### src/rtl/mac_cfg_loader_pkg.sv
// Shared MAC constants: datapath widths and the mode codes carried in the conf field.
// Loaders and the MAC block import this package so both sides agree on the cfg word layout.
package mac_cfg_loader_pkg;

    localparam int MAC_ACC_WIDTH  = 32;
    localparam int MAC_CONF_WIDTH = 3;

    // conf[0] enables accumulation, conf[1] selects the cascade input
    localparam logic [MAC_CONF_WIDTH-1:0] MODE_SINGLE    = 3'b000;
    localparam logic [MAC_CONF_WIDTH-1:0] MODE_ACCUM     = 3'b001;
    localparam logic [MAC_CONF_WIDTH-1:0] MODE_CASCADE   = 3'b010;
    localparam logic [MAC_CONF_WIDTH-1:0] MODE_CASC_ACCUM = 3'b011;

endpackage

### src/rtl/mac_cfg_loader.sv
// Serial configuration loader for one MAC block: shifts a cfg word in MSB first,
// commits it atomically and gates the MAC enable around each load.
module mac_cfg_loader
    import mac_cfg_loader_pkg::*;
#(
    parameter int ACC_W  = MAC_ACC_WIDTH,
    parameter int CONF_W = MAC_CONF_WIDTH,
    localparam int CFG_W = ACC_W + CONF_W
) (
    input  logic             clk,
    input  logic             rst,
    input  logic             cfg_in,
    input  logic             cfg_shift,
    input  logic             cfg_commit,
    input  logic             run,
    output logic [CFG_W-1:0] cfg_out,
    output logic             mac_en,
    output logic             cfg_update,
    output logic             scan_out,
    output logic             busy,
    output logic             load_err
);

    localparam int CNT_W = $clog2(CFG_W + 1);
    localparam logic [CNT_W-1:0] CNT_FULL = CNT_W'(CFG_W);
    localparam logic [CNT_W-1:0] CNT_ONE  = CNT_W'(1);

    typedef enum logic [0:0] {
        ST_IDLE  = 1'b0,
        ST_SHIFT = 1'b1
    } state_t;

    state_t           state_r, state_nxt_s;
    logic [CFG_W-1:0] sr_r, sr_nxt_s;
    logic [CFG_W-1:0] cfg_out_r, cfg_out_nxt_s;
    logic [CNT_W-1:0] cnt_r, cnt_nxt_s;
    logic             cfg_valid_r, cfg_valid_nxt_s;
    logic             cfg_update_r, cfg_update_nxt_s;
    logic             scan_out_r, scan_out_nxt_s;
    logic             load_err_r, load_err_nxt_s;
    logic             mac_en_r, mac_en_nxt_s;
    logic             busy_r;
    logic             good_commit_s;

    // Next-state logic for the shift chain, bit counter, commit handling and FSM
    always_comb begin
        state_nxt_s      = state_r;
        sr_nxt_s         = sr_r;
        cfg_out_nxt_s    = cfg_out_r;
        cnt_nxt_s        = cnt_r;
        cfg_valid_nxt_s  = cfg_valid_r;
        cfg_update_nxt_s = 1'b0;
        scan_out_nxt_s   = scan_out_r;
        load_err_nxt_s   = load_err_r;
        mac_en_nxt_s     = 1'b0;

        // A commit is only clean when the full word is in and no shift collides with it
        good_commit_s = cfg_commit && !cfg_shift && (cnt_r == CNT_FULL);

        if (cfg_shift) begin
            sr_nxt_s       = {sr_r[CFG_W-2:0], cfg_in};
            scan_out_nxt_s = sr_r[CFG_W-1];
            if (cnt_r != CNT_FULL) begin
                cnt_nxt_s = cnt_r + CNT_ONE;
            end else begin
                cnt_nxt_s = cnt_r;
            end
        end else begin
            sr_nxt_s       = sr_r;
            scan_out_nxt_s = scan_out_r;
        end

        if (cfg_commit) begin
            cnt_nxt_s = '0;
            if (good_commit_s) begin
                cfg_out_nxt_s    = sr_r;
                cfg_update_nxt_s = 1'b1;
                cfg_valid_nxt_s  = 1'b1;
            end else begin
                load_err_nxt_s = 1'b1;
            end
        end else begin
            cfg_update_nxt_s = 1'b0;
        end

        case (state_r)
            ST_IDLE: begin
                if (cfg_shift && !cfg_commit) begin
                    state_nxt_s = ST_SHIFT;
                end else begin
                    state_nxt_s = ST_IDLE;
                end
            end
            ST_SHIFT: begin
                if (cfg_commit) begin
                    state_nxt_s = ST_IDLE;
                end else begin
                    state_nxt_s = ST_SHIFT;
                end
            end
            default: state_nxt_s = ST_IDLE;
        endcase

        // Hold the MAC off through the load and the update cycle so it picks up the new init value
        mac_en_nxt_s = run && cfg_valid_nxt_s && (state_nxt_s == ST_IDLE) && !cfg_update_nxt_s;
    end

    // State and output registers
    always_ff @(posedge clk) begin
        if (rst) begin
            state_r      <= ST_IDLE;
            sr_r         <= '0;
            cfg_out_r    <= '0;
            cnt_r        <= '0;
            cfg_valid_r  <= 1'b0;
            cfg_update_r <= 1'b0;
            scan_out_r   <= 1'b0;
            load_err_r   <= 1'b0;
            mac_en_r     <= 1'b0;
            busy_r       <= 1'b0;
        end else begin
            state_r      <= state_nxt_s;
            sr_r         <= sr_nxt_s;
            cfg_out_r    <= cfg_out_nxt_s;
            cnt_r        <= cnt_nxt_s;
            cfg_valid_r  <= cfg_valid_nxt_s;
            cfg_update_r <= cfg_update_nxt_s;
            scan_out_r   <= scan_out_nxt_s;
            load_err_r   <= load_err_nxt_s;
            mac_en_r     <= mac_en_nxt_s;
            busy_r       <= (state_nxt_s == ST_SHIFT);
        end
    end

    assign cfg_out    = cfg_out_r;
    assign mac_en     = mac_en_r;
    assign cfg_update = cfg_update_r;
    assign scan_out   = scan_out_r;
    assign busy       = busy_r;
    assign load_err   = load_err_r;

endmodule

### config.mk
export PLATFORM = sky130hd
export DESIGN_NAME = mac_cfg_loader
export DESIGN_NICKNAME = d
export VERILOG_FILES = /design/src/rtl/mac_cfg_loader_pkg.sv /design/src/rtl/mac_cfg_loader.sv
export SDC_FILE = /design/constraint.sdc
export NUM_CORES = 1
export LEC_CHECK = 0
export BUFFER_PORTS_ARGS = -buffer_cell sky130_fd_sc_hd__buf_2
export CAP_MARGIN = 20
export CORE_MARGIN = 8
export CORE_UTILIZATION = 50
export CTS_CLUSTER_SIZE = 28
export DETAILED_ROUTE_END_ITERATION = 8
export GPL_ROUTABILITY_DRIVEN = 0
export PLACE_DENSITY = 0.71
export SLEW_MARGIN = 25
export SYNTH_ARGS = -nofsm -noshare
export SYNTH_HDL_FRONTEND = slang
export SYNTH_SLANG_ARGS = --single-unit
export TNS_END_PERCENT = 5
### constraint.sdc
create_clock -name clk -period 1.8 [get_ports clk]
set_clock_uncertainty 0.2 [all_clocks]
set_input_delay 0 -clock clk [delete_from_list [all_inputs] [get_ports clk]]
set_output_delay 0 -clock clk [all_outputs]
set_load 0.05 [all_outputs]
==> impl_metrics.ini, run 1 <==
[clock_network]
numCtsBuffers = 9
cts_tree = yes
root_buffer = clkbuf_8
cts_buffer_depth = 2
cts.sinks = 82
clk_pin_slew_ps = 90
cts_htree_levels = 3
clk_latency_ps = 350
cts_setup_buffers = 0
cts_resized = 0

[critical_path]
r2r_end = cfg_out[24]$_SDFFE_PP0P_
crit_buf_inv = 1
worstSetupPathType = register to register
worst_ep_arrival_time_ps = 1770
endpoint = cfg_out[24]$_SDFFE_PP0P_
cpLargestDelayFamily = simple AND/OR/NAND/NOR gates
rr_worst_depth = 5
crit_slowest_cell = dfxtp_1
critical_path.cell_chain = ha_1 > and4bb_2 > buf_4 > nand3_1 > a21oi_1
r2r_slack_ps = 110
crit_path_end_kind = register
startpoint = cnt_r[0]$_SDFFE_PP0P_
slowest_delay_ps = 400
cp_num_cells = 5
worstPathMaxFanout = 14
crit_path_start_kind = register
worstReg2RegStart = cnt_r[0]$_SDFFE_PP0P_
cp.required_ps = 1880

[logic_synthesis]
async_reset_ff_frac = 0
synth_nets = 337
synthMuxAreaShare = 0.123
ys_warn_count = 0
synth-simple-area-share = 0.155
ys_seq_area_frac = 0.529
yosysUniqueCellTypes = 28
yosys.area_share.xor_xnor = 0.00565
ys_ff_latch = 82
synth_edf_count = 0
synth.avg_cell_area_um2 = 9.40
synth_compound_area_frac = 0.127
yosys.area_share.adder = 0.00404
syn_inst = 330
ys.flop_type = dfxtp_1
syn_area_um2 = 3100
synth_top_family_by_area = simple AND/OR/NAND/NOR gates

[flow_run]
cap_viol_max_count = 0

[power_and_ir_drop]
p_leak_nw = 1.51
swShare = 0.227
p_clk_frac = 0.413
power.density_nw_per_um2 = 908
pwr-share-seq = 0.550
comb_power_share = 0.037
power.switching_mw = 0.753
power.total_mw = 3.32
peakVddDrop_v = 0.000678
intPower_mw = 2.56

[finish]
nFillCells = 534
layout_common_cells = 82 x dfxtp_1, 45 x buf_2, 44 x nor2_1
seq_area_um2 = 1640
final_area_um2 = 3650
finish.net_count = 384
fin_cells = 457
multi_input_comb_area_um2 = 1290
diodes = 0
mostFrequentLayoutCell = dfxtp_1
final_layout_size_suffix_gt1_frac = 0.202
syn_to_final_growth_pct = 17.8

[sta]
rsz0062_at_grt = false
max_clock_freq_mhz = 593
finalMaxSlewViolations = 0
fin_tns_setup_ps = 0
timing_worst_slew_pin_value_ps = 596
whs_ps = 44.0
relSlewSlack = 0.602
period_needed_ps = 1690
hold_viol = 0
min_period_over_period = 0.937
setup_viol = 0

[outcome]
status = completed

[drt]
drt-total-wl_um = 6630
drtPass1Iterations = 4
drt-wirelength-per-cell_um = 14.5
vias_per_cell = 5.44
vias = 2485
post-route-drc-count = 0
drt_iter0_drc = 94
ant_nets = 0

[global_routing]
track_usage = 0.158
grt_pass1_wl_um = 11400
antenna_found_initial = 0
grt_start_max_net_pins = 54
grt_pass1_vias = 2398
grt_overflow = 0

[floorplanning]
die-area_um2 = 8980
rows = 28
floorplan.initialDensity = 0.521
io_pins = 46
die_h_um = 94.7
core_area_um2 = 5960
die_w_um = 94.7

[place]
placed_cell_area_um2 = 3370
portBuffers = 45
dpl.hpwl_um = 4270
place_inst = 434

[min_path]
hold_class = primary input to register
==> what timing repair did <==
item,in CTS,in global routing
endpoints found under the setup margin,0,0
hold buffers,7,0
hold endpoints to repair,35,0
==> power by group through the flow <==
stage | combinational (mW) | sequential, mW | clock, mW
2_1_floorplan | 0.0751 | 1.88 | 0
3_3_place_gp | 0.110 | 1.87 | 0
3_5_place_dp | 0.110 | 1.87 | 0
4_1_cts | 0.122 | 1.82 | 1.40
5_1_grt | 0.132 | 1.83 | 1.48
6_report | 0.123 | 1.82 | 1.37
==> registers in the layout, summed over array words and instances (netlist names) <==
name         flops
cfg_valid_r      1
load_err         1
cfg_update       1
scan_out         1
cnt_r            6
sr_r            35
mac_en           1
busy             1
cfg_out         35
==> cells by family (layout without fill, tap and decap cells) <==
family          after synthesis  in the layout
fa+ha+maj                     1              1
flops                        82             82
buf+inv                      29             81
mux                          38             38
compound gates               77             77
xor+xnor                      2              2
simple gates                101            101
==> how the worst min path moves through the flow <==
| stage | from | end | slack [ps] | cells after the start |
|---|---|---|---|---|
| after global routing | cfg_shift | sr_r[17]$_SDFFE_PP0P_ | 50 | 4 |
| after global placement | run | mac_en$_SDFF_PP0_ | 30 | 3 |
| after CTS | cfg_shift | sr_r[14]$_SDFFE_PP0P_ | 30 | 4 |
| final | cfg_shift | sr_r[15]$_SDFFE_PP0P_ | 40 | 4 |
| after detailed placement | cfg_in | sr_r[0]$_SDFFE_PP0P_ | 40 | 3 |
| after floorplan | run | mac_en$_SDFF_PP0_ | -70 | 2 |
==> tightest hold or removal path, delay by kind of cell <==
family	cells	cell delay [ps]
mux	1	140
simple gates	1	70
buf+inv	2	360
==> layer usage <==
layer	share of wire	track usage
met1	0.47	0.195
met2	0.47	0.253
met3	0.046	0.0452
met4	0.021	0.0676
met5	0	0
==> per-stage QoR <==
stage / setup slack [ps] / utilization
after floorplan: 251 / -
after global placement: 227 / 0.566
after detailed placement: 174 / 0.566
after CTS: 135 / 0.613
after global routing: 22.2 / 0.613
final: 113 / 0.613
==> Yosys cell counts, types with 2 or more instances <==
library cell / number / area [um^2]
buf_4: 2 / 15.0
nand2_1: 7 / 26.3
nor2_1: 44 / 165
clkbuf_1: 6 / 22.5
a21oi_1: 38 / 190
buf_2: 12 / 60.1
dfxtp_1: 82 / 1640
o21ai_1: 30 / 150
buf_1: 3 / 11.3
buf_6: 6 / 67.6
mux2i_1: 38 / 380
nand4_1: 2 / 12.5
o21ai_0: 6 / 30.0
nand3_1: 37 / 185
or3_1: 3 / 18.8
xor2_1: 2 / 17.5
==> cell type report <==
| type | count | share of cell area |
|---|---|---|
| sequential | 82 | 0.450 |
| clock buffer | 10 | 0.0377 |
| tap | 75 | 0.0257 |
| timing repair buffer | 65 | 0.114 |
| multi-input combinational | 219 | 0.353 |
| clock inverter | 6 | 0.0195 |
(Power assumes the default switching activity.)
==> run 2: changes to the inputs <==
ABC_AREA = 1   (was not set)
PLACE_DENSITY = not set   (was 0.71)
PLACE_DENSITY_LB_ADDON = 0.1   (was not set)
==> run 2 against run 1 <==
Compared with the run above: worst hold slack improved by 7.3 ps; largest cell class unchanged; global-route usage decreased by 0.64 points; critical path depth increased by 2; critical endpoint is now sr_r[0]$_SDFFE_PP0P_; count of clock-buffer cells in the layout unchanged; combinational power increased by 63%; sequential share of layout area increased by 0.44 points; via count decreased by 0.76%; sequential power increased by 4%; core utilization increased by 0.13 points; synthesized cell count increased by 13%.
==> impl_metrics.ini, run 2 <==
[clock_network]
cts_htree_levels = 3
clk_pin_slew_ps = 80
root_buffer = clkbuf_8
cts_tree = yes
clk_latency_ps = 340
cts.sinks = 82
numCtsBuffers = 9
cts_buffer_depth = 2

[logic_synthesis]
synth_nets = 381
syn_area_um2 = 3020
async_reset_ff_frac = 0
yosys-top-cells-area = dfxtp_1 54%, nand2_1 11%, nor2_1 9.8%, o21ai_0 6.3%, nand3_1 4.6%
synth_most_common_cell = nand2_1
ys_seq_area_frac = 0.543
syn_inst = 374
synth_edf_count = 0
ys_warn_count = 0
ys.flop_type = dfxtp_1
synth.avg_cell_area_um2 = 8.08
yosysTopAreaCell = dfxtp_1
yosysUniqueCellTypes = 22
ys_ff_latch = 82
yosysTopAreaCellShare = 0.543
synthTopCellsByCount = 85 x nand2_1, 82 x dfxtp_1, 79 x nor2_1

[finish]
seq_area_um2 = 1640
final_layout_size_suffix_gt1_frac = 0.208
final_area_um2 = 3620
layout_common_cells = 85 x nand2_1, 82 x dfxtp_1, 79 x nor2_1
mostFrequentLayoutCell = nand2_1
fin_cells = 508
nFillCells = 535
multi_input_comb_area_um2 = 1200
diodes = 0
final_core_util = 0.614
finish.net_count = 436
syn_to_final_growth_pct = 19.6

[global_routing]
antenna_found_initial = 0
grt_pass1_vias = 2427
grt_overflow = 0
track_usage = 0.152
grt_pass1_wl_um = 10900
grt_start_max_net_pins = 73

[drt]
drt-total-wl_um = 6320
drtPass1Iterations = 4
drt-wirelength-per-cell_um = 12.4
vias_per_cell = 4.85
post-route-drc-count = 0
drt_iter0_drc = 100
ant_nets = 0
vias = 2466

[place]
dpl.hpwl_um = 3840
portBuffers = 45
place_inst = 482
post-place-ws_ps = 84.3
placed_cell_area_um2 = 3300

[power_and_ir_drop]
power.density_nw_per_um2 = 929
power.total_mw = 3.36
peakVddDrop_v = 0.000510
p_leak_nw = 1.73

[flow_run]
cap_viol_max_count = 0

[min_path]
hold_class = primary input to register

[critical_path]
slowest_delay_ps = 570
crit_path_start_kind = primary input
worstSetupPathType = primary input to register
worst_ep_arrival_time_ps = 1810
r2r_slack_ps = 120
cp.required_ps = 1880
crit_buf_inv = 5
crit_slowest_cell = dlygate4sd3_1
critical_path.cell_chain = buf_2 > dlygate4sd3_1 > inv_1 > buf_6 > nor2_1 > nor2_1 > dlygate4sd3_1
crit_path_end_kind = register
cpLargestDelayFamily = buffers and inverters
worstPathMaxFanout = 20

[sta]
hold_viol = 0
timing_worst_slew_pin_value_ps = 436
worst_slack_ps = 70.7
whs_ps = 51.3
fin_tns_setup_ps = 0
relSlewSlack = 0.708
finalMaxSlewViolations = 0
min_period_over_period = 0.961
period_needed_ps = 1730
rsz0062_at_grt = false
setup_viol = 0
max_clock_freq_mhz = 578

[floorplanning]
rows = 28
io_pins = 46
die_h_um = 93.8
die_w_um = 93.8
core_area_um2 = 5890
floorplan.initialDensity = 0.514
die-area_um2 = 8790

[outcome]
status = completed
-- run 2: changes by cell type after synthesis, sizes merged, moves of 10 or more --
cell   delta
a21oi    -30
buf      -12
inv      +10
mux2i    -38
nand2    +80
nor2     +39
-- run 2: final cells by class --
cell class / instances / share of cell area
flip-flops and latches: 82 / 0.454
clock buffers: 10 / 0.0353
repair buffers: 66 / 0.127
clock inverters: 5 / 0.0156
well taps: 75 / 0.0260
multi-input cells: 260 / 0.332
inverters: 10 / 0.0104
-- run 2: kinds of logic after synthesis --
logic type,after synthesis,share of synthesized area
adders and majority gates,1,0.00414
DFF,82,0.543
and+or+nand+nor,211,0.310
buffers and inverters,32,0.0604
AOI/OAI and AO/OA,46,0.0762
xor gates and xnor gates,2,0.00580
-- run 2: final timing paths --
path	startpoint	end	cells after the start
setup / recovery	cfg_shift	sr_r[0]$_SDFFE_PP0P_	7
setup reg to reg	cnt_r[1]$_SDFFE_PP0P_	cfg_out[14]$_SDFFE_PP0P_	7
hold reg to reg	sr_r[30]$_SDFFE_PP0P_	cfg_out[30]$_SDFFE_PP0P_	2
hold / removal	cfg_shift	sr_r[11]$_SDFFE_PP0P_	4
-- run 2: metal layers --
| layer | up-vias | part of all wire | track usage |
|---|---|---|---|
| met5 | - | 0 | 0 |
| li1 | 1296 | - | - |
| met3 | 2 | 0.055 | 0.0480 |
| met2 | 38 | 0.46 | 0.250 |
| met1 | 1130 | 0.48 | 0.179 |
| met4 | 0 | 0.0040 | 0.0608 |
-- run 2: power by group --
part           switching (mW)  internal, mW
registers              0.0375          1.87
clock network           0.622         0.632
logic                   0.125        0.0757
-- run 2: what timing repair did --
action	in CTS	in global routing
hold buffers	10	0
endpoints found under the setup margin	0	18
setup buffers	0	0
endpoints found under the hold margin	45	0
gates resized for setup	0	3
-- run 2: worst min-delay path: stages --
cell and delay (ps):
buf_2 140, buf_4 200, o21ai_0 170, nor2_1 40
==> run 3: changes to the inputs <==
GPL_TIMING_DRIVEN = 0   (was not set)
==> run 3 against run 2 <==
Compared with the run above: via count grew 1.6%; combinational power shrank 2%; setup slack gained 18 ps; final area grew 0.31%; sequential share of layout area shrank 0.11 points; largest cell class unchanged; largest power group unchanged; highest routed layer unchanged.
==> impl_metrics.ini, run 3 (synthesized netlist as in run 2, its figures left out) <==
[outcome]
status = completed

[global_routing]
grt_pass1_wl_um = 11000
track_usage = 0.156
grt_start_max_net_pins = 15
grt_pass1_vias = 2406
antenna_found_initial = 0
grt_overflow = 0

[power_and_ir_drop]
power.switching_mw = 0.843
comb_power_share = 0.059
peakVddDrop_v = 0.000509
p_leak_nw = 1.72
pwr-share-seq = 0.573
intPower_mw = 2.48
power.density_nw_per_um2 = 917
swShare = 0.254
p_clk_frac = 0.368

[clock_network]
cts.sinks = 82
clk_pin_slew_ps = 80
root_buffer = clkbuf_8
cts_htree_levels = 3
cts_setup_buffers = 0
clk_latency_ps = 350
numCtsBuffers = 9
cts_tree = yes
cts_buffer_depth = 2

[drt]
vias = 2506
drt-total-wl_um = 6340
ant_nets = 0
post-route-drc-count = 0
drtPass1Iterations = 4
vias_per_cell = 4.83
drt-wirelength-per-cell_um = 12.2
drt_iter0_drc = 88

[finish]
nFillCells = 563
layout_common_cells = 85 x nand2_1, 81 x dfxtp_1, 79 x nor2_1
mostFrequentLayoutCell = nand2_1
finish.net_count = 446
syn_to_final_growth_pct = 20.0
diodes = 0
final_layout_size_suffix_gt1_frac = 0.200

[sta]
worst_slack_ps = 88.7
min_period_over_period = 0.951
period_needed_ps = 1710
timing_worst_slew_pin_value_ps = 455
setup_viol = 0
finalMaxSlewViolations = 0
fin_tns_setup_ps = 0
hold_viol = 0
rsz0062_at_grt = false
relSlewSlack = 0.697
max_clock_freq_mhz = 584

[place]
post-place-ws_ps = 67.5
dpl.hpwl_um = 4230
portBuffers = 44

[floorplanning]
io_pins = 46
floorplan.initialDensity = 0.514
die_h_um = 93.8
core_area_um2 = 5890
die_w_um = 93.8
rows = 28
die-area_um2 = 8790

[critical_path]
crit_path_end_kind = register
worstSetupPathType = primary input to register
worst_ep_arrival_time_ps = 1800
cp.required_ps = 1890
worstPathMaxFanout = 10
crit_path_start_kind = primary input

[flow_run]
cap_viol_max_count = 0

[min_path]
hold_class = primary input to register
[run 3: what timing repair did]
item,4_1_cts,5_1_grt
endpoints found under the setup margin,0,31
resized for setup,0,3
hold endpoints to repair,66,0
hold buffers,10,0
[run 3: worst max-delay path: stages]
cell and delay (ps):
buf_2 110, dlygate4sd3_1 570, inv_1 130, buf_6 160
buf_6 150, nor2_1 40, nor2_1 80, dlygate4sd3_1 560
[run 3: per-stage QoR]
stage	std cells	power (mW)	hold slack, ps	util	cell area [um^2]
after floorplan	374	2.07	-128	-	3020
after detailed placement	493	2.12	43.3	0.567	3340
after CTS	519	3.34	99.1	0.615	3620
final	519	3.32	111	0.616	3630
after global routing	519	3.46	156	0.616	3630
after global placement	493	2.12	33.3	0.567	3340
[run 3: power groups by stage]
stage,registers [mW],clock network [mW],logic (mW)
2_1_floorplan,1.95,0,0.118
3_3_place_gp,1.95,0,0.170
3_5_place_dp,1.95,0,0.174
4_1_cts,1.91,1.25,0.193
5_1_grt,1.91,1.32,0.225
6_report,1.91,1.22,0.196
[run 3: path summary, 6_finish.rpt]
kind / cells past startpoint / end / slack (ps) / from
max: 8 / sr_r[0]$_SDFFE_PP0P_ / 90 / cfg_shift
min: 5 / sr_r[21]$_SDFFE_PP0P_ / 110 / rst
max reg2reg: 8 / cfg_out[32]$_SDFFE_PP0P_ / 110 / cnt_r[1]$_SDFFE_PP0P_
min reg2reg: 2 / cfg_out[4]$_SDFFE_PP0P_ / 260 / cfg_out[4]$_SDFFE_PP0P_
[run 3: cell type report]
class	count	area, um^2	share of cell area
flip-flops and latches	82	1640	0.453
well taps	75	93.8	0.0259
inverters	10	37.5	0.0103
multi-input cells	260	1200	0.330
clock inverters	5	40.0	0.0110
repair buffers	54	320	0.0883
clock buffers	11	141	0.0390
plain buffers	22	153	0.0421
[run 3: layer usage]
metal / vias to the layer above / track usage / share of wire
met2: 45 / 0.237 / 0.43
met1: 1128 / 0.198 / 0.50
li1: 1322 / - / -
met5: - / 0 / 0
met4: 0 / 0.0674 / 0.017
met3: 11 / 0.0480 / 0.053
